==> config.mk <==
export PLATFORM = sky130hd
export DESIGN_NAME = uart_tx_arb
export DESIGN_NICKNAME = d
export VERILOG_FILES = /design/src/rtl/uart_arb_pkg.sv /design/src/rtl/uart_tx_arb_rr_pick.sv /design/src/rtl/uart_tx_arb.sv
export SDC_FILE = /design/constraint.sdc
export NUM_CORES = 1
export LEC_CHECK = 0
export CAP_MARGIN = 15
export CORE_MARGIN = 2
export CORE_UTILIZATION = 40
export CTS_CLUSTER_SIZE = 12
export DETAILED_ROUTE_END_ITERATION = 16
export GPL_ROUTABILITY_DRIVEN = 0
export PLACE_DENSITY = 0.73
export SKIP_CTS_REPAIR_TIMING = 1
export SKIP_LAST_GASP = 1
export SLEW_MARGIN = 20
export SYNTH_ARGS = -nofsm -noshare
export SYNTH_HDL_FRONTEND = slang
export SYNTH_SLANG_ARGS = --single-unit
==> constraint.sdc <==
create_clock -name clk -period 3 [get_ports clk]
set_input_delay 0.45 -clock clk [delete_from_list [all_inputs] [get_ports clk]]
set_output_delay 0.45 -clock clk [all_outputs]
set_load 0.01 [all_outputs]
==> src/rtl/uart_arb_pkg.sv <==
// Shared types and constants for the uart_tx round-robin arbiter.
// Optional watchdog is controlled by UART_ARB_TIMEOUT_EN (see uart_tx_arb).
package uart_arb_pkg;

    localparam int unsigned BYTE_W = 8;

    typedef enum logic [1:0] {
        ST_IDLE      = 2'd0,
        ST_LAUNCH    = 2'd1,
        ST_WAIT_DONE = 2'd2,
        ST_GAP       = 2'd3
    } arb_state_t;

    // Requester index width, clog2(n) with a floor of one bit.
    function automatic int unsigned idx_w(input int unsigned n);
        return (n > 1) ? $clog2(n) : 1;
    endfunction

endpackage

==> src/rtl/uart_tx_arb_rr_pick.sv <==
// Combinational round-robin picker: first set request after i_ptr, with wrap-around.
module rr_pick
    import uart_arb_pkg::*;
#(
    parameter int unsigned N_REQ = 4,
    localparam int unsigned IW   = idx_w(N_REQ)
) (
    input  logic [N_REQ-1:0] i_req,
    input  logic [IW-1:0]    i_ptr,
    output logic [N_REQ-1:0] o_gnt_c,
    output logic             o_found_c
);

    logic [IW-1:0] w_idx;

    // Search starts one past the last winner so the last winner has lowest priority.
    always_comb begin
        o_gnt_c   = '0;
        o_found_c = 1'b0;
        w_idx     = '0;
        for (int unsigned i = 1; i <= N_REQ; i++) begin
            w_idx = IW'((32'(i_ptr) + i) % N_REQ);
            if (!o_found_c && i_req[w_idx]) begin
                o_gnt_c[w_idx] = 1'b1;
                o_found_c      = 1'b1;
            end
        end
    end

endmodule

==> src/rtl/uart_tx_arb.sv <==
// Round-robin arbiter/sequencer sharing one uart_tx among N_REQ byte requesters.
// Define UART_ARB_TIMEOUT_EN to build the WAIT_DONE watchdog driving timeout_o.
module uart_tx_arb
    import uart_arb_pkg::*;
#(
    parameter int unsigned N_REQ          = 4,
    parameter int unsigned GAP_CYCLES     = 0,
    parameter int unsigned TIMEOUT_CYCLES = 20000
) (
    input  logic                    clk,
    input  logic                    rst,
    input  logic [N_REQ-1:0]        req_valid_i,
    input  logic [BYTE_W*N_REQ-1:0] req_data_i,
    output logic [N_REQ-1:0]        req_ready_o,
    output logic [N_REQ-1:0]        grant_o,
    output logic [BYTE_W-1:0]       tx_din_o,
    output logic                    tx_start_o,
    input  logic                    tx_done_tick_i,
    output logic                    busy_o,
    output logic                    timeout_o
);

    localparam int unsigned IW = idx_w(N_REQ);
    localparam int unsigned GW = (GAP_CYCLES > 1) ? $clog2(GAP_CYCLES) : 1;

    arb_state_t          r_state;
    logic [IW-1:0]       r_ptr;
    logic [N_REQ-1:0]    r_ready;
    logic [N_REQ-1:0]    r_grant;
    logic [BYTE_W-1:0]   r_tx_din;
    logic                r_start;
    logic                r_busy;
    logic [GW-1:0]       r_gap_cnt;

    logic [N_REQ-1:0]    w_gnt;
    logic                w_found;
    logic [BYTE_W-1:0]   w_byte;
    logic [IW-1:0]       w_grant_idx;
    logic                w_done;

    rr_pick #(.N_REQ(N_REQ)) u_pick (
        .i_req     (req_valid_i),
        .i_ptr     (r_ptr),
        .o_gnt_c   (w_gnt),
        .o_found_c (w_found)
    );

    // Byte of the picked requester, latched at the IDLE decision.
    always_comb begin
        w_byte = '0;
        for (int unsigned k = 0; k < N_REQ; k++) begin
            if (w_gnt[k]) w_byte = req_data_i[k*BYTE_W +: BYTE_W];
        end
    end

    always_comb begin
        w_grant_idx = '0;
        for (int unsigned k = 0; k < N_REQ; k++) begin
            if (r_grant[k]) w_grant_idx = IW'(k);
        end
    end

`ifdef UART_ARB_TIMEOUT_EN
    localparam int unsigned TW = $clog2(TIMEOUT_CYCLES + 1);
    logic [TW-1:0] r_to_cnt;
    logic          r_timeout;

    // Counter holds the current WAIT_DONE cycle number; expiry is treated as a done tick.
    assign w_done = tx_done_tick_i | r_timeout;
`else
    logic w_unused_to;
    assign w_unused_to = |TIMEOUT_CYCLES;
    assign w_done      = tx_done_tick_i;
`endif

    always_ff @(posedge clk) begin
        if (rst) begin
            r_state   <= ST_IDLE;
            r_ptr     <= IW'(N_REQ - 1);
            r_ready   <= '0;
            r_grant   <= '0;
            r_tx_din  <= '0;
            r_start   <= 1'b0;
            r_busy    <= 1'b0;
            r_gap_cnt <= '0;
`ifdef UART_ARB_TIMEOUT_EN
            r_to_cnt  <= '0;
            r_timeout <= 1'b0;
`endif
        end else begin
            r_start <= 1'b0;
            r_ready <= '0;
`ifdef UART_ARB_TIMEOUT_EN
            r_timeout <= 1'b0;
`endif
            case (r_state)
                ST_IDLE: begin
                    if (w_found) begin
                        r_state  <= ST_LAUNCH;
                        r_tx_din <= w_byte;
                        r_start  <= 1'b1;
                        r_ready  <= w_gnt;
                        r_grant  <= w_gnt;
                        r_busy   <= 1'b1;
                    end
                end
                ST_LAUNCH: begin
                    r_ptr   <= w_grant_idx;
                    r_state <= ST_WAIT_DONE;
`ifdef UART_ARB_TIMEOUT_EN
                    r_to_cnt  <= TW'(1);
                    r_timeout <= (TIMEOUT_CYCLES == 1);
`endif
                end
                ST_WAIT_DONE: begin
                    if (w_done) begin
                        if (GAP_CYCLES > 0) begin
                            r_state   <= ST_GAP;
                            r_gap_cnt <= '0;
                        end else begin
                            r_state <= ST_IDLE;
                            r_grant <= '0;
                            r_busy  <= 1'b0;
                        end
                    end else begin
`ifdef UART_ARB_TIMEOUT_EN
                        r_to_cnt  <= r_to_cnt + TW'(1);
                        r_timeout <= (r_to_cnt == TW'(TIMEOUT_CYCLES - 1));
`endif
                    end
                end
                ST_GAP: begin
                    if (r_gap_cnt == GW'(GAP_CYCLES - 1)) begin
                        r_state <= ST_IDLE;
                        r_grant <= '0;
                        r_busy  <= 1'b0;
                    end else begin
                        r_gap_cnt <= r_gap_cnt + GW'(1);
                    end
                end
                default: r_state <= ST_IDLE;
            endcase
        end
    end

    assign req_ready_o = r_ready;
    assign grant_o     = r_grant;
    assign tx_din_o    = r_tx_din;
    assign tx_start_o  = r_start;
    assign busy_o      = r_busy;
`ifdef UART_ARB_TIMEOUT_EN
    assign timeout_o   = r_timeout;
`else
    assign timeout_o   = 1'b0;
`endif

endmodule

Word-level counts from Yosys, hierarchy flattened
Index checks and enable logic that the tools add are counted.

Bitwise gates (word level): 5. $add $sub $neg: 5. Reduce and logical (&&, ||, !) cells: 17. Order comparisons: 8. Equal/unequal tests: 6. Mux-type cells: 45.

Operator list (number): $mux W8 (4); $mux W4 (7); $mux W1 (18); $lt A2 B3 Y1 const B (4); $or A4 B4 Y4 (3); $pmux W4 S3 (1); $mux W2 (5); $bmux W1 S2 (4); $demux W1 S2 (4); $ge A2 B1 Y1 const B (4); $pmux W2 S4 (1); $logic_and A1 B1 Y1 (7); $add A2 B1 Y2 const B (2); $add A2 B2 Y2 const B (2); $eq A2 B2 Y1 const B (2); $ne A2 B2 Y1 const B (2); $reduce_and A4 Y1 (1); $logic_not A1 Y1 (3); $pmux W1 S3 (1); $reduce_and A3 Y1 (1); $reduce_bool A3 Y1 (1); $reduce_or A3 Y1 (1); $eq A2 B1 Y1 const B (1); $logic_not A2 Y1 (1); 5 further kinds (6).

Output and inout port bits: 19. Flip-flop bits (word level): 23. Input port bits: 39. Word-level logic and storage cells: 94.

Logic depth before layout (Yosys ltp)
Depth in word-level cells: 17. Depth in mapped cells: 10.

Cells and area by module
A second synthesis with hierarchy kept.

Cell total of the unflattened synthesis: 171. Area, all modules: 1482.7 µm².

By module, submodules not included: uart_tx_arb (cells an instance 123, area an instance 1067.3 µm², seq. area each 460.4 µm², times used 1); rr_pick (cells an instance 48, area an instance 415.4 µm², seq. area each 0.0 µm², times used 1).

Worst setup path after synthesis
OpenSTA, ideal clock, no wires.

Path kind: register -> register. Start: reg r_ptr[0]. End: reg r_tx_din[0] (netlist: tx_din_o[0]). Slack: 520 ps. Setup time: 130 ps. Cell stages (with the launch flop): 11. Buffers on the path: 3. Arrival: 2350 ps. Period minus slack after synthesis: 2480 ps. Cell sequence: dfxtp_1 -> buf_6 -> inv_1 -> ha_1 -> mux4_2 -> and2_4 -> buf_6 -> or3_1 -> buf_6 -> o211ai_1 -> a211oi_2.

Word-level cells in the longest chain between the ends: 17. Elaborated cells between the ends (all ways): 54. Classes of those cells: 4 x add/sub; 8 x order compare; 28 x mux; 3 x bitwise; 11 x reduce/logical.

Ends and longest elaborated chain: start: declaration (RTL line uart_tx_arb.sv:27) `logic [IW-1:0] r_ptr;`; start signal: assignment (RTL line uart_tx_arb.sv:79) `r_ptr <= IW'(N_REQ - 1);`; start signal: assignment (RTL line uart_tx_arb.sv:108) `r_ptr <= w_grant_idx;`; parallel branches: the longest is 17 deep, another holds $lt A2 B3 Y1; end signal: assignment (RTL line uart_tx_arb.sv:100) `r_tx_din <= w_byte;`; end: declaration (RTL line uart_tx_arb.sv:30) `logic [BYTE_W-1:0] r_tx_din;`.

Several ways; the timed one is not identified. The select of a mux whose other input is x is not followed. A chain may end at the register's enable or synchronous reset.

Final worst setup path
Start: in req_valid_i[1]. End: reg r_tx_din[6] (netlist: tx_din_o[6]).

Word-level cells in the longest chain between the ends: 16. Elaborated cells between the ends (all ways): 30. Classes of those cells: 20 x mux; 3 x bitwise; 7 x reduce/logical.

Ends and longest elaborated chain: start: declaration (RTL line uart_tx_arb.sv:12) `input logic [N_REQ-1:0] req_valid_i,`; $bmux W1 S2 (RTL line uart_tx_arb_rr_pick.sv:23) `if (!o_found_c && i_req[w_idx]) begin`; $mux W1 (implied by the code) (RTL line uart_tx_arb_rr_pick.sv:23); $mux W1 (RTL line uart_tx_arb_rr_pick.sv:23); $logic_not A1 Y1 (RTL line uart_tx_arb_rr_pick.sv:23); $logic_and A1 B1 Y1 (RTL line uart_tx_arb_rr_pick.sv:23); $mux W1 (RTL line uart_tx_arb_rr_pick.sv:23); $logic_not A1 Y1 (RTL line uart_tx_arb_rr_pick.sv:23); $logic_and A1 B1 Y1 (RTL line uart_tx_arb_rr_pick.sv:23); $mux W1 (RTL line uart_tx_arb_rr_pick.sv:23); $logic_not A1 Y1 (RTL line uart_tx_arb_rr_pick.sv:23); $logic_and A1 B1 Y1 (RTL line uart_tx_arb_rr_pick.sv:23); $mux W4 (RTL line uart_tx_arb_rr_pick.sv:23); $mux W8 (4 in series) (RTL line uart_tx_arb.sv:52) `if (w_gnt[k]) w_byte = req_data_i[k*BYTE_W +: BYTE_W];`.

Several ways; a longest one is shown, not always the timed one. The select of a mux whose other input is x is not followed.

==> reports/qor.csv <==
stage,metric,value,unit
floorplanning,start_util,40.7,%
clocking,clk_path_buf_depth,2,
global_route,grt_antenna_before_repair,0,
sta,max-slew-margin-rel,52.7,%
floorplanning,rows,23,
critical_path,start_kind,input port,
sta,min_period,2.66,ns
sta,final.setup.tns,0,ns
yosys,async_flop_share,0,%
sta,timing.final.ws_setup,0.345,ns
finish,design_area,2270,um2
flow_run,maxCapViolCount,0,
sta,fmax,377,MHz
clocking,cts_tree,yes,
global_route,grt_pass1_wl,6390,um
sta,min_period_over_period,88.5,%
routing,ant_nets,0,
routing,via_per_inst,5.46,
pwr,power_density,547,nW/um2
routing,wl_met1,1860,um
critical_path,required,3.19,ns
hold_path,min_path_type,reg2reg,
pwr,seqPwrFrac,32.9,%
pwr,p_sw,456,uW
sta,finClkSkew,0.00343,ns
routing,drt-initial-drc-count,113,
pwr,power_leakage,0.000897,uW
yosys,synth.avg_cell_area,9.44,um2
pwr,p_comb_share,51.9,%
sta,slew_violations,0,
yosys,synth_nets,217,
floorplanning,die-area,4540,um2
yosys,synth_edf_count,0,
sta,final-hold-violation-count,0,
global_route,grt_overflow_total,0,
routing,dr_total_vias,1524,
clocking,cts.clk_slew.worst_paths,0.08,ns
yosys,synth_top_area_share,28.7,%
yosys,synth_cell_types,41,
finish,drive_above_1_share,16.2,%
yosys,yosys-top-cells-count,"dfxtp_1 (23), inv_1 (12), nor3_1 (12)",
yosys,yosys_most_used_dff,dfxtp_1,
critical_path,endpoint_kind,flip-flop,
floorplanning,core_area,3940,um2
yosys,syn-cell-area,1610,um2
critical_path,crit_fanout,8,
yosys,synth_top_area_cell,dfxtp_1,
pwr,internal_power,783,uW
routing,route.top_layer_used,met4,
yosys,ys_warn_count,0,
yosys,netlist_top_cells_area,"dfxtp_1 (29%), a211oi_2 (6.2%), ha_1 (6.2%), a221oi_1 (4.4%), a21boi_0 (4.2%)",
floorplanning,fp.dieH,67.4,um
placement,portBuffers,56,
global_route,grt_max_degree,18,
routing,routed-wl-met3,256,um
pwr,swShare,36.8,%
clocking,cts-buffers-inserted,3,
finish,register_area,460,um2
finish,diodes,0,
routing,drcViolationCount,0,
placement,hpwlAfterDp,3130,um
floorplanning,io_pins,58,
yosys,syn_inst,170,
global_route,grt_pass1_vias,1385,
pwr,vdd_drop_max,318,uV
sta,setup_viol_count_final,0,
clocking,clock_sinks,23,
clocking,clock_latency,0.26,ns
routing,wl_per_cell,14.8,um
clocking,cts_root_buf,clkbuf_8,
global_route,track_usage,18.6,%
sta,holdWs,0.463,ns
yosys,yosysMostFrequentCell,dfxtp_1,
yosys,synth-seq-area-share,28.7,%
critical_path,crit_type,in2reg,
sta,worstMarginPinSlew,0.710,ns
clocking,htree_levels,1,
placement,post-place-ws,0.0772,ns
finish,nets,277,
routing,wl_met2,1980,um
routing,postRouteWirelength,4120,um
sta,rsz0062_at_grt,no,
floorplanning,fp.dieW,67.4,um
pwr,clkPwrFrac,15.2,%
routing,first_pass_iters,4,
finish,multi_input_area,1030,um2
placement,place_area,2220,um2
critical_path,arrival,2.84,ns
finish,area_delta_synth_final,41.2,%
run_status,status,finished clean,
finish,fillers,368,
yosys,ys_ff_latch,23,
==> critical path: stages <==
cell,delay (ns)
clkdlybuf4s50_1,0.56
or3b_1,0.39
a2111oi_2,0.49
or2_2,0.24
a221o_1,0.36
a221oi_1,0.11
a211oi_2,0.23
==> cell type report <==
type | instances | area share [%]
clock inverter | 1 | 0.221
multi-input combinational | 126 | 45.5
sequential | 23 | 20.3
timing repair buffer | 64 | 27.4
inverter | 12 | 1.99
clock buffer | 3 | 1.82
tap | 50 | 2.76
==> path summary, 6_finish.rpt <==
kind                                      from     endpoint  slack (ns)  cells after the start
worst min register to register          busy_o       busy_o        0.46                      1
worst max register to register        r_ptr[1]  tx_din_o[2]        0.56                      8
worst min-delay path                    busy_o       busy_o        0.46                      1
worst max-delay path            req_valid_i[1]  tx_din_o[6]        0.34                      7
==> cell families after synthesis <==
group | Yosys count | synth area share [%]
muxes | 4 | 4.91
other | 1 | 0.234
AOI/OAI and AO/OA | 73 | 38.3
buffers and inverters | 21 | 7.01
adders and majority gates | 8 | 6.24
and+or+nand+nor | 40 | 14.7
DFF | 23 | 28.7
==> stage by stage <==
stage / utilization [%] / cells / total power [uW]
2_1_floorplan: - / 170 / 809
3_3_place_gp: 56.3 / 275 / 1050
3_5_place_dp: 56.3 / 275 / 1060
4_1_cts: 57.5 / 279 / 1250
5_1_grt: 57.5 / 279 / 1320
6_report: 57.5 / 279 / 1240
==> power groups by stage <==
| stage | registers, uW | logic, uW | clock network [uW] |
|---|---|---|---|
| global route | 416 | 704 | 202 |
| floorplan | 437 | 371 | 0 |
| CTS | 407 | 647 | 196 |
| finish | 408 | 643 | 189 |
| detailed placement | 414 | 644 | 0 |
| global placement | 413 | 641 | 0 |
==> sequential cells by signal (all words and copies together) (netlist names) <==
signal	cells
tx_din_o	8
busy_o	1
r_ptr	2
tx_start_o	1
r_state	2
r_gap_cnt	1
req_ready_o	4
grant_o	4
==> routing by layer <==
layer	track usage [%]	vias to the layer above
li1	-	769
met1	23.0	705
met2	33.7	46
met3	3.33	4
met4	3.83	0
met5	0	-
==> placed cells by master (no fill, tap or decap), drive strengths merged <==
cell type and instances:
a2111oi 1, a211o 1, a211oi 8, a21boi 9, a21o 5, a21oi 9, a221o 2, a221oi 10
and2 4, buf 8, clkbuf 3, clkdlybuf4s50 56, clkinv 1, conb 1, dfxtp 23, ha 8
inv 12, mux2 1, mux4 3, nand2 4, nand2b 2, nand3b 6, nor2 4, nor2b 1
nor3 12, nor4 1, o211ai 8, o21a 1, o21ai 2, o21bai 8, o2bb2ai 1, o31ai 8
or2 2, or3 2, or3b 2
Note: power is estimated with default switching activity, not from simulation.
